===== src/rtl/gcd_binary_param_pkg.sv =====
// Shared definitions for the binary GCD core: one-hot state encodings and
// the default i_count width helper.
package gcd_pkg;

    localparam logic [3:0] QI    = 4'b0001;
    localparam logic [3:0] QSUB  = 4'b0010;
    localparam logic [3:0] QMULT = 4'b0100;
    localparam logic [3:0] QDONE = 4'b1000;

    typedef enum logic [3:0] {
        ST_I    = QI,
        ST_SUB  = QSUB,
        ST_MULT = QMULT,
        ST_DONE = QDONE
    } state_t;

    // Room for up to WIDTH-1 common factors of two.
    function automatic int gcd_cnt_w(input int width);
        return $clog2(width) + 1;
    endfunction

endpackage


===== src/rtl/gcd_binary_param_if.sv =====
// Start/Ack handshake, operand and result bundle of the binary GCD core.
// Steps exists only when GCD_STEP_COUNT_EN is defined.
interface gcd_binary_param_if #(
    parameter int WIDTH = 8,
    parameter int CNT_W = gcd_pkg::gcd_cnt_w(WIDTH)
`ifdef GCD_STEP_COUNT_EN
    , parameter int STEP_W = 8
`endif
);
    logic             SCEN;
    logic             Start;
    logic             Ack;
    logic [WIDTH-1:0] Ain;
    logic [WIDTH-1:0] Bin;
    logic [WIDTH-1:0] A;
    logic [WIDTH-1:0] B;
    logic [WIDTH-1:0] AB_GCD;
    logic [CNT_W-1:0] i_count;
    logic             q_I;
    logic             q_Sub;
    logic             q_Mult;
    logic             q_Done;
`ifdef GCD_STEP_COUNT_EN
    logic [STEP_W-1:0] Steps;

    modport master (
        output SCEN, Start, Ack, Ain, Bin,
        input  A, B, AB_GCD, i_count, q_I, q_Sub, q_Mult, q_Done, Steps
    );
    modport slave (
        input  SCEN, Start, Ack, Ain, Bin,
        output A, B, AB_GCD, i_count, q_I, q_Sub, q_Mult, q_Done, Steps
    );
`else
    modport master (
        output SCEN, Start, Ack, Ain, Bin,
        input  A, B, AB_GCD, i_count, q_I, q_Sub, q_Mult, q_Done
    );
    modport slave (
        input  SCEN, Start, Ack, Ain, Bin,
        output A, B, AB_GCD, i_count, q_I, q_Sub, q_Mult, q_Done
    );
`endif
endinterface


===== src/rtl/gcd_binary_param_sub_step.sv =====
// One reduction step of Stein's algorithm: combinational next A/B, a flag to
// count a common factor of two, and a done flag when the odd GCD is found.
module gcd_sub_step #(
    parameter int WIDTH = 8
) (
    input  logic [WIDTH-1:0] a,
    input  logic [WIDTH-1:0] b,
    output logic [WIDTH-1:0] a_nxt,
    output logic [WIDTH-1:0] b_nxt,
    output logic             inc_i,
    output logic             done
);

    // Priority-ordered reduction rules; zero operands terminate immediately.
    always_comb begin
        a_nxt = a;
        b_nxt = b;
        inc_i = 1'b0;
        done  = 1'b0;
        if (a == '0) begin
            done = 1'b1;
        end else if (b == '0) begin
            done = 1'b1;
        end else if (a == b) begin
            done = 1'b1;
        end else if (!a[0] && !b[0]) begin
            a_nxt = a >> 1;
            b_nxt = b >> 1;
            inc_i = 1'b1;
        end else if (!a[0]) begin
            a_nxt = a >> 1;
        end else if (!b[0]) begin
            b_nxt = b >> 1;
        end else if (a > b) begin
            a_nxt = a - b;
        end else begin
            b_nxt = b - a;
        end
    end

endmodule


===== src/rtl/gcd_binary_param.sv =====
// Binary (Stein) GCD core with Start/Ack handshake, SCEN single-step gating
// and one-hot state outputs. Optional step counter: GCD_STEP_COUNT_EN.
module gcd_binary_param
    import gcd_pkg::*;
#(
    parameter int WIDTH = 8,
    parameter int CNT_W = gcd_cnt_w(WIDTH)
`ifdef GCD_STEP_COUNT_EN
    , parameter int STEP_W = 8
`endif
) (
    input  logic              Clk,
    input  logic              Reset,
    gcd_binary_param_if.slave bus
);

    state_t           state_r, state_s;
    logic [WIDTH-1:0] a_r, a_s;
    logic [WIDTH-1:0] b_r, b_s;
    logic [WIDTH-1:0] ab_r, ab_s;
    logic [CNT_W-1:0] icnt_r, icnt_s;
    logic [WIDTH-1:0] step_a_s, step_b_s;
    logic             step_inc_s, step_done_s;
`ifdef GCD_STEP_COUNT_EN
    logic [STEP_W-1:0] steps_r, steps_s;
`endif

    gcd_sub_step #(.WIDTH(WIDTH)) u_sub_step (
        .a     (a_r),
        .b     (b_r),
        .a_nxt (step_a_s),
        .b_nxt (step_b_s),
        .inc_i (step_inc_s),
        .done  (step_done_s)
    );

    // Next-state and next-data; nothing moves unless SCEN is high.
    always_comb begin
        state_s = state_r;
        a_s     = a_r;
        b_s     = b_r;
        ab_s    = ab_r;
        icnt_s  = icnt_r;
`ifdef GCD_STEP_COUNT_EN
        steps_s = steps_r;
`endif
        if (bus.SCEN) begin
            case (state_r)
                ST_I: begin
                    if (bus.Start) begin
                        a_s     = bus.Ain;
                        b_s     = bus.Bin;
                        icnt_s  = '0;
`ifdef GCD_STEP_COUNT_EN
                        steps_s = '0;
`endif
                        state_s = ST_SUB;
                    end else begin
                        state_s = ST_I;
                    end
                end
                ST_SUB: begin
`ifdef GCD_STEP_COUNT_EN
                    if (steps_r != '1) begin
                        steps_s = steps_r + STEP_W'(1);
                    end else begin
                        steps_s = steps_r;
                    end
`endif
                    if (step_done_s) begin
                        // Only a zero A selects B; every other exit has the result in A.
                        ab_s    = (a_r == '0) ? b_r : a_r;
                        state_s = ST_MULT;
                    end else begin
                        a_s = step_a_s;
                        b_s = step_b_s;
                        if (step_inc_s) begin
                            icnt_s = icnt_r + CNT_W'(1);
                        end else begin
                            icnt_s = icnt_r;
                        end
                    end
                end
                ST_MULT: begin
                    if (icnt_r == '0) begin
                        state_s = ST_DONE;
                    end else begin
                        ab_s   = ab_r << 1;
                        icnt_s = icnt_r - CNT_W'(1);
                    end
                end
                ST_DONE: begin
                    if (bus.Ack) begin
                        state_s = ST_I;
                    end else begin
                        state_s = ST_DONE;
                    end
                end
                default: begin
                    state_s = ST_I;
                end
            endcase
        end else begin
            state_s = state_r;
        end
    end

    // State and data registers.
    always_ff @(posedge Clk or posedge Reset) begin
        if (Reset) begin
            state_r <= ST_I;
            a_r     <= '0;
            b_r     <= '0;
            ab_r    <= '0;
            icnt_r  <= '0;
`ifdef GCD_STEP_COUNT_EN
            steps_r <= '0;
`endif
        end else begin
            state_r <= state_s;
            a_r     <= a_s;
            b_r     <= b_s;
            ab_r    <= ab_s;
            icnt_r  <= icnt_s;
`ifdef GCD_STEP_COUNT_EN
            steps_r <= steps_s;
`endif
        end
    end

    assign bus.A       = a_r;
    assign bus.B       = b_r;
    assign bus.AB_GCD  = ab_r;
    assign bus.i_count = icnt_r;
    assign bus.q_I     = state_r[0];
    assign bus.q_Sub   = state_r[1];
    assign bus.q_Mult  = state_r[2];
    assign bus.q_Done  = state_r[3];
`ifdef GCD_STEP_COUNT_EN
    assign bus.Steps   = steps_r;
`endif

endmodule


===== src/flat_wrapper.sv =====
// flat-port wrapper written by rule: the top's interface ports become plain ports
module gcd_binary_param_flat import gcd_pkg::*;
#(
    parameter int WIDTH = 8,
    parameter int CNT_W = gcd_cnt_w(WIDTH)

)
  (Clk, Reset, bus_SCEN, bus_Start, bus_Ack, bus_Ain, bus_Bin, bus_A, bus_B, bus_AB_GCD, bus_i_count, bus_q_I, bus_q_Sub, bus_q_Mult, bus_q_Done);
  gcd_binary_param_if #(.WIDTH(WIDTH), .CNT_W(CNT_W)) bus_i ();
  input  logic Clk;
  input  logic Reset;
  input wire logic [$bits(bus_i.SCEN)-1:0] bus_SCEN;
  input wire logic [$bits(bus_i.Start)-1:0] bus_Start;
  input wire logic [$bits(bus_i.Ack)-1:0] bus_Ack;
  input wire logic [$bits(bus_i.Ain)-1:0] bus_Ain;
  input wire logic [$bits(bus_i.Bin)-1:0] bus_Bin;
  output wire logic [$bits(bus_i.A)-1:0] bus_A;
  output wire logic [$bits(bus_i.B)-1:0] bus_B;
  output wire logic [$bits(bus_i.AB_GCD)-1:0] bus_AB_GCD;
  output wire logic [$bits(bus_i.i_count)-1:0] bus_i_count;
  output wire logic [$bits(bus_i.q_I)-1:0] bus_q_I;
  output wire logic [$bits(bus_i.q_Sub)-1:0] bus_q_Sub;
  output wire logic [$bits(bus_i.q_Mult)-1:0] bus_q_Mult;
  output wire logic [$bits(bus_i.q_Done)-1:0] bus_q_Done;
  assign bus_i.SCEN = bus_SCEN;
  assign bus_i.Start = bus_Start;
  assign bus_i.Ack = bus_Ack;
  assign bus_i.Ain = bus_Ain;
  assign bus_i.Bin = bus_Bin;
  assign bus_A = bus_i.A;
  assign bus_B = bus_i.B;
  assign bus_AB_GCD = bus_i.AB_GCD;
  assign bus_i_count = bus_i.i_count;
  assign bus_q_I = bus_i.q_I;
  assign bus_q_Sub = bus_i.q_Sub;
  assign bus_q_Mult = bus_i.q_Mult;
  assign bus_q_Done = bus_i.q_Done;
  gcd_binary_param #(.WIDTH(WIDTH), .CNT_W(CNT_W)) u_core (.Clk(Clk), .Reset(Reset), .bus(bus_i));
endmodule

===== config.mk =====
export PLATFORM = sky130hd
export DESIGN_NAME = gcd_binary_param_flat
export DESIGN_NICKNAME = d
export VERILOG_FILES = /design/src/rtl/gcd_binary_param_pkg.sv /design/src/rtl/gcd_binary_param_if.sv /design/src/rtl/gcd_binary_param_sub_step.sv /design/src/rtl/gcd_binary_param.sv /design/src/flat_wrapper.sv
export SDC_FILE = /design/constraint.sdc
export NUM_CORES = 1
export LEC_CHECK = 0
export BUFFER_PORTS_ARGS = -buffer_cell sky130_fd_sc_hd__buf_2
export CAP_MARGIN = 25
export CORE_MARGIN = 2
export CORE_UTILIZATION = 45
export DETAILED_ROUTE_END_ITERATION = 6
export GPL_TIMING_DRIVEN = 1
export PLACE_DENSITY = 0.67
export SLEW_MARGIN = 10
export SYNTH_ARGS = -nofsm -noshare
export SYNTH_HDL_FRONTEND = slang
export SYNTH_SLANG_ARGS = --single-unit

===== constraint.sdc =====
create_clock -name Clk -period 4 [get_ports Clk]
set_input_delay 0.4 -clock Clk [delete_from_list [all_inputs] [get_ports Clk]]
set_output_delay 0.4 -clock Clk [all_outputs]
set_load 0.02 [all_outputs]

; ---- Word-level counts from Yosys, hierarchy flattened
; Index checks and enable logic that the tools add are counted.
[word_totals]
out_inout_bits = 32
word_cells = 87
ff_bits = 32
in_bits = 21
[classes]
magnitude_cmp = 1
eq_ne = 18
muxes = 41
reduce_logical = 16
add_sub_neg = 4
[op_table]
columns = cell, n
row1 = two-way mux 8 bit, 21
row2 = one-hot mux 8 bit (2 select lines), 3
row3 = two-way mux 4 bit, 7
row4 = AND reduction 9 bit, 2
row5 = logical NOT 8 bit, 2
row6 = one-hot mux 4 bit (4 select lines), 1
row7 = subtractor 8 bit, 2
row8 = != test 2 bit (second input constant), 6
row9 = != test 4 bit (second input constant), 3
row10 = one-hot mux 4 bit (3 select lines), 1
row11 = equality test 8 bit, 1
row12 = > comparator 8 bit, 1
row13 = AND reduction 8 bit, 1
row14 = two-way mux 1 bit, 7
row15 = AND reduction 7 bit, 1
row16 = != test 2 x 1 -> 1 bit (second input constant), 3
row17 = AND reduction 6 bit, 1
row18 = adder 4 x 1 -> 4 bit (second input constant), 1
row19 = equality test 4 x 1 -> 1 bit (second input constant), 1
row20 = equality test 4 x 2 -> 1 bit (second input constant), 1
row21 = equality test 4 x 3 -> 1 bit (second input constant), 1
row22 = equality test 4 bit (second input constant), 1
row23 = logical NOT 4 bit, 1
row24 = AND reduction 4 bit, 1
row25 = other kinds (8), 10

; ---- Depth between registers and ports, before layout
; Gate-level depths: netlist of run 1.
[logic_depth]
word_depth = 10
depth_mapped = 12
depth_no_buf = 10

; ---- Hierarchy
; A second synthesis of run 1 with hierarchy kept.
[hier_totals]
cells_unflattened = 388
hier_area_um2 = 3173.0
[by_module_without_submodules]
columns = mod, instances, seq_area_each_um2, area_per_inst_um2, cells_each
row1 = gcd_binary_param, 1, 802.0, 1826.8, 180
row2 = gcd_sub_step, 1, 0.0, 1346.3, 208

; ---- Worst setup path after synthesis of run 1
; Ideal clock, no wire load.
[synth_timing]
path_type = reg2reg
from = reg u_core.state_r[2]
to = reg u_core.icnt_r[3] (netlist: u_core.bus.i_count[3])
path_stages_with_launch = 12
setup_slack_ps = 1147
setup_ps = 118
path_buffers = 3
arrival_ps = 2735
period_less_slack_ps = 2853
path_cell_list = dfrtp_1 > buf_2 > or4b_1 > buf_4 > inv_2 > clkbuf_1 > ha_1 > a21o_1 > a21oi_1 > xnor2_1 > a21o_1 > a21o_1
[synth_between]
elab_chain_cells = 3
[synth_lines]
columns = element, line
row1 = from (decl), gcd_binary_param.sv:17  ; state_t state_r, state_s;
row2 = from (signal assigned), gcd_binary_param.sv:120  ; state_r <= state_s;
row3 = "equality test 4 x 3 -> 1 bit, or another cell as far along", gcd_binary_param.sv:48  ; case (state_r)
row4 = "!= test 2 bit (no source line), or another cell as far along", -
row5 = AND reduction 6 bit (no source line), -
row6 = to (signal assigned), gcd_binary_param.sv:124  ; icnt_r <= icnt_s;
row7 = to (decl), gcd_binary_param.sv:21  ; logic [CNT_W-1:0] icnt_r, icnt_s;
; Several ways; a longest one is shown, not always the timed one.
; A chain may end at the register's enable or synchronous reset.

; ---- Worst setup path after layout of run 1
[layout_timing]
from = reg u_core.a_r[0] (netlist: u_core.bus.A[0])
to = reg u_core.a_r[3] (netlist: u_core.bus.A[3])
[layout_between]
elab_chain_cells = 10
[layout_lines]
columns = element, line
row1 = from (decl), gcd_binary_param.sv:18  ; logic [WIDTH-1:0] a_r, a_s;
row2 = from (signal assigned), gcd_binary_param.sv:121  ; a_r <= a_s;
row3 = subtractor 8 bit, gcd_binary_param_sub_step.sv:35  ; a_nxt = a - b;
row4 = two-way mux 8 bit, gcd_binary_param_sub_step.sv:34  ; end else if (a > b) begin
row5 = two-way mux 8 bit, gcd_binary_param_sub_step.sv:32  ; end else if (!b[0]) begin
row6 = two-way mux 8 bit, gcd_binary_param_sub_step.sv:30  ; end else if (!a[0]) begin
row7 = two-way mux 8 bit, gcd_binary_param_sub_step.sv:26  ; end else if (!a[0] && !b[0]) begin
row8 = two-way mux 8 bit, gcd_binary_param_sub_step.sv:24  ; end else if (a == b) begin
row9 = two-way mux 8 bit, gcd_binary_param_sub_step.sv:22  ; end else if (b == '0) begin
row10 = two-way mux 8 bit, gcd_binary_param_sub_step.sv:20  ; if (a == '0) begin
row11 = two-way mux 8 bit, gcd_binary_param.sv:70  ; if (step_done_s) begin
row12 = one-hot mux 8 bit (2 select lines), gcd_binary_param.sv:48
; Several ways; a longest one is shown, not always the timed one. The select of a mux whose other input is x is not followed.

==> results of run 1 <==
[flip-flops by register name (all words and copies together), names as in the netlist]
name	count
u_core.bus.i_count	4
u_core.bus.AB_GCD	8
u_core.state_r	4
u_core.bus.A	8
u_core.bus.B	8
[cell type report]
type                            instances  area [um2]  area share [%]
Multi-Input combinational cell        261        1800            56.7
Clock buffer                            6        72.6            2.28
Tap cell                               75        93.8            2.95
Clock inverter                          2        35.0            1.10
Sequential cell                        32         802            25.2
Inverter                               22        82.6            2.60
Timing Repair Buffer                   56         290            9.13
[worst max-delay path: stages (launching register included)]
cell and delay, ns:
dfrtp_1 0.54, inv_1 0.11, ha_1 0.22, inv_1 0.08
fa_1 0.20, a211oi_1 0.12, nor3_1 0.31, o21ai_2 0.10
buf_4 0.19, or4_1 0.59, o31ai_1 0.30, mux2_4 0.19
[placed cells by master, fill, tap and decap left out, types with 8 or more instances in the layout]
cell type | Yosys | layout
a21oi_1 | 37 | 37
buf_2 | 6 | 52
dfrtp_1 | 31 | 31
ha_1 | 18 | 18
inv_1 | 21 | 21
nand2_1 | 31 | 31
nor2_1 | 30 | 30
o21ai_0 | 21 | 21
o21ai_1 | 8 | 8
xnor2_1 | 9 | 9
[cells by family after synthesis]
| family | count (synthesis) |
|---|---|
| AO/OA/AOI/OAI | 109 |
| AND/OR/NAND/NOR | 108 |
| buffers and inverters | 42 |
| flip-flops | 32 |
| adder cells (fa/ha/maj) | 21 |
| XOR/XNOR | 13 |
| multiplexers | 10 |
[power breakdown]
| part | switching [mW] | internal (mW) |
|---|---|---|
| Combinational | 1.18 | 0.759 |
| Clock | 0.122 | 0.185 |
| Sequential | 0.253 | 0.441 |
[final timing paths]
check,slack (ns),depth (start not counted),start,endpoint
min in group Clk,0.39,3,bus_Bin[2],u_core.bus.B[2]
worst max register to register,0.97,11,u_core.bus.A[0],u_core.bus.A[3]
worst min register to register,0.50,2,u_core.bus.AB_GCD[7],u_core.bus.AB_GCD[7]
worst min-delay path,0.19,3,Reset,u_core.bus.AB_GCD[6]
max in group asynchronous,3.48,3,Reset,u_core.state_r[0]
worst max-delay path,0.97,11,u_core.bus.A[0],u_core.bus.A[3]
[per-stage QoR]
stage / util (%) / instances
final: 53.4 / 454
after global placement: 51.6 / 446
after detailed placement: 51.6 / 446
after global routing: 53.4 / 454
after CTS: 53.4 / 454
after floorplan: - / 335
[per-layer routing]
| layer | vias up | share of wire, % | GRT usage [%] |
|---|---|---|---|
| li1 | 1298 | - | - |
| met5 | - | 0 | 0 |
| met3 | 19 | 6.5 | 4.47 |
| met1 | 1271 | 45 | 29.1 |
| met4 | 0 | 2.3 | 6.86 |
| met2 | 99 | 47 | 35.3 |
==> results.yml, run 1 <==
sta:
  worst_slack_ns: 0.967
  hold_viol: 0
  max_freq_mhz: 330
  tightest_slew_ns: 0.641
  fin_tns_setup_ns: 0
  fin_crit_sh_pct: 75.8
  rsz0062_at_grt: "no"
  hold_slack_ns: 0.190
  drv_slew: 0
  clock_skew_ns: 0.0107
  min_period_ns: 3.03
  setup_violations: 0
  relSlewSlack_pct: 57.0
finish:
  n_antenna_cell: 0
  nNetsFinal: 420
  fin_area_mm2: 0.00318
  layout-drive-gt1-share_pct: 22.2
  n_fill_cell: 605
  syn_to_final_growth_pct: 13.5
yosys:
  netlist_top_cells_count: "37 x a21oi_1, 31 x dfrtp_1, 31 x nand2_1, 30 x nor2_1"
  synth-seq-cells: 32
  ys_seq_area_share_pct: 28.6
  synth_compound_area_share_pct: 25.3
  synth_edf_count: 0
  synthFlopType: "dfrtp_1"
  synth_area_per_cell_um2: 8.37
  synth_top_cell_by_area: "dfrtp_1"
  synth_top_family_by_area: "compound AO/OA/AOI/OAI gates"
  synth_area_leaders: "dfrtp_1 28%, ha_1 8.0%, a21oi_1 6.6%, nand2_1 4.2%, nor2_1 4.0%"
  yosysMostFrequentCell: "a21oi_1"
  synthSimpleGateAreaFrac_pct: 20.1
  synthAdderAreaFrac_pct: 10.2
  syn_area_mm2: 0.00280
  synth_mux_area_share_pct: 4.69
  syn_inst: 335
  synth_nets: 377
  synth_xor_area_share_pct: 4.06
  synth_top_cell_area_share_pct: 27.7
  synthArstFlopShare_pct: 100
  ys_types: 58
  ys_warn_count: 0
floorplanning:
  rows: 28
  dieArea_mm2: 0.00688
  io_pins: 53
  die_x_um: 82.9
  die_h_um: 82.9
  initial_utilization_pct: 47.1
  core_mm2: 0.00596
worst_setup_path:
  end_kind: "flip-flop"
  critPathRequiredTime_ns: 4.23
  criticalPathCategory: "reg2reg"
  cp_max_fo: 11
  critPathLaunchType: "flip-flop"
  cp.arrival_ns: 3.26
cts:
  post-cts-setup-buffers: 0
  path_clk_slew_ns: 0.07
  cts_tree: "done"
  cts.hold.buffers_added: 0
  numCtsBuffers: 5
  clockRootBuffer: "clkbuf_8"
  cts_resized: 0
  htree_levels: 2
  cts_sinks: 32
  cts_buffer_depth: 2
  worstSkewPairLatency_ns: 0.29
routing:
  via_count: 2687
  remaining_drc_errors: 0
  antenna_left: 0
  dr.first_iter.drc_count: 197
  drt-total-wl_mm: 7.59
  drt_pre_antenna_iters: 4
  wl_per_cell_um: 16.7
  vias_per_cell: 5.92
place:
  dpl.hpwl_mm: 5.79
  pre_cts_ws_ns: 1.06
  portBuffers: 52
  place_area_mm2: 0.00307
  place_congestion: 0.968
global_routing:
  grt_pass1_vias: 2496
  grt-ovfl-total: 0
  antenna_found_initial: 0
  grt_pass1_wl_mm: 12.2
  grtUsageTotal_pct: 21.7
  grt_max_degree: 33
power_and_ir_drop:
  p_leak_nw: 1.51
  power_density_mw_per_mm2: 924
  ir_drop_mv: 0.702
  p_total_mw: 2.94
flow_run:
  max_cap_viol_count: 0
min_path:
  min_path_type: "in2async"
outcome:
  run_status: "finished clean"
No activity file was read; power rests on OpenSTA's default activity.
==> inputs of run 2 (changes only) <==
- clock period: 4 -> 3.04 ns (I/O delays scaled with it)
==> run 2 against run 1 <==
Net effect: combinational power up 49%; critical path depth down 3; count of clock-buffer cells in the layout up 1; sequential power up 9.2%; sequential share of layout area down 0.85 points; worst hold slack worse by 0.089 ns; first-iteration DRC count down 29%; maximum frequency up 7.8%; non-clock buffer count up 16; register-to-register slack worse by 0.74 ns; largest cell class unchanged; highest routed layer unchanged.
==> results.yml, run 2 (synthesis gave the netlist of run 1 again) <==
routing:
  antenna_left: 0
  top_layer: "met4"
  routedLengthMet1_mm: 3.55
  dr.first_iter.drc_count: 140
  wl_met3_um: 594
  via_count: 2734
  remaining_drc_errors: 0
  drt-total-wl_mm: 8.15
  vias_per_cell: 5.82
  wl_per_cell_um: 17.3
  wl_met2_mm: 3.87
  drt_pre_antenna_iters: 4
worst_setup_path:
  critPathRequiredTime_ns: 3.22
  criticalPathCategory: "reg2reg"
  cp.arrival_ns: 2.99
  reg2reg_depth: 8
  end_kind: "flip-flop"
  cp_max_fo: 7
  slowest_delay_ns: 0.59
  slowest_stage: "or4b_4"
  reg2reg_slack_ns: 0.23
  cp_cell_sequence: "inv_1 -> ha_2 -> nand4_4 -> or4b_4 -> a31oi_4 -> nor3_2 -> o21ai_4 -> mux2_4"
  r2r-end: "u_core.bus.B[7]"
  reg2reg_from: "u_core.bus.B[6]"
  critPathLaunchType: "flip-flop"
sta:
  relSlewSlack_pct: 62.1
  rsz0062_at_grt: "no"
  fin_tns_setup_ns: 0
  drv_slew: 0
  tightest_slew_ns: 0.565
  hold_viol: 0
  fin_crit_sh_pct: 92.6
  clock_skew_ns: 0.00618
  min_period_ns: 2.81
  setup_violations: 0
  max_freq_mhz: 355
floorplanning:
  die_h_um: 82.9
  initial_utilization_pct: 47.1
  rows: 28
  die_x_um: 82.9
  dieArea_mm2: 0.00688
  io_pins: 53
  core_mm2: 0.00596
cts:
  cts_buffer_depth: 2
  path_clk_slew_ns: 0.08
  cts_sinks: 32
  htree_levels: 2
  cts_tree: "done"
  worstSkewPairLatency_ns: 0.29
  cts.hold.buffers_added: 0
  numCtsBuffers: 5
  clockRootBuffer: "clkbuf_8"
finish:
  layout-drive-gt1-share_pct: 25.8
  nNetsFinal: 436
  final_common_cell: "buf_2"
  n_antenna_cell: 0
  final_cell_count_no_fill: 470
  syn_to_final_growth_pct: 17.5
  final_cell_mix: "52 x buf_2, 37 x a21oi_1, 31 x nand2_1, 31 x dfrtp_1, 30 x nor2_1"
place:
  dpl.cell_count: 462
  dpl.hpwl_mm: 6.23
  place_congestion: 0.960
  portBuffers: 52
min_path:
  min_path_type: "in2async"
power_and_ir_drop:
  power_density_mw_per_mm2: 1220
  p_leak_nw: 1.57
  ir_drop_mv: 0.736
global_routing:
  grt_pass1_vias: 2632
  grt_pass1_wl_mm: 13.2
  grt-ovfl-total: 0
  grtUsageTotal_pct: 24.1
  grt_max_degree: 33
  antenna_found_initial: 0
flow_run:
  max_cap_viol_count: 0
outcome:
  run_status: "finished clean"
==> run 2: routing by layer <==
metal / GRT usage (%) / vias up
met1: 31.4 / 1291
met4: 7.60 / 0
li1: - / 1320
met2: 39.7 / 110
met5: 0 / -
met3: 5.27 / 13
==> run 2: timing repair <==
item                                    4_1_cts  5_1_grt
gates resized for setup                       0        2
endpoints found under the hold margin         0        0
endpoints found under the setup margin        0        1
setup buffers                                 0        0
==> run 2: worst max-delay path, delay by kind of cell, from the launching register on <==
family                   cells  cell delay [ns]
multiplexers                 1             0.33
adder cells (fa/ha/maj)      1             0.44
AND/OR/NAND/NOR              3             0.86
AO/OA/AOI/OAI                2             0.44
flip-flops                   1             0.51
buffers and inverters        1             0.11
==> run 2: area by class of cell <==
type                       instances  area, um2
fill                             573       2660
multi-input combinational        261       1810
sequential                        32        802
timing repair buffer              72        410
tap                               75       93.8
clock buffer                       7       86.3
inverter                          22       82.6
clock inverter                     1       7.51
==> run 2: worst max path at each step <==
stage / startpoint / end / depth (start not counted)
3_3_place_gp: u_core.bus.B[6] / u_core.bus.B[7] / 8
3_5_place_dp: u_core.bus.B[6] / u_core.bus.B[7] / 8
2_1_floorplan: u_core.state_r[2] / u_core.bus.i_count[3] / 11
4_1_cts: u_core.bus.B[6] / u_core.bus.B[7] / 8
5_1_grt: u_core.bus.B[6] / u_core.bus.A[3] / 9
6_report: u_core.bus.B[6] / u_core.bus.B[7] / 8
==> run 2: report_power, final <==
group          total, mW  leakage [nW]  internal, mW  switching [mW]
clock              0.359        0.0445         0.184           0.175
sequential         0.758         0.399         0.582           0.176
combinational       2.90          1.13          1.12            1.78
==> run 2: stage by stage <==
stage | power [mW] | hold WS [ns] | util (%) | setup WS, ns | instance area, um2
finish | 4.01 | 0.100 | 55.3 | 0.226 | 3290
global route | 4.35 | 0.139 | 55.3 | 0.0739 | 3290
global placement | 3.58 | 0.425 | 53.6 | 0.275 | 3190
CTS | 3.97 | 0.113 | 55.2 | 0.176 | 3290
detailed placement | 3.60 | 0.423 | 53.6 | 0.193 | 3190
floorplan | 2.81 | 0.419 | - | 0.187 | 2800
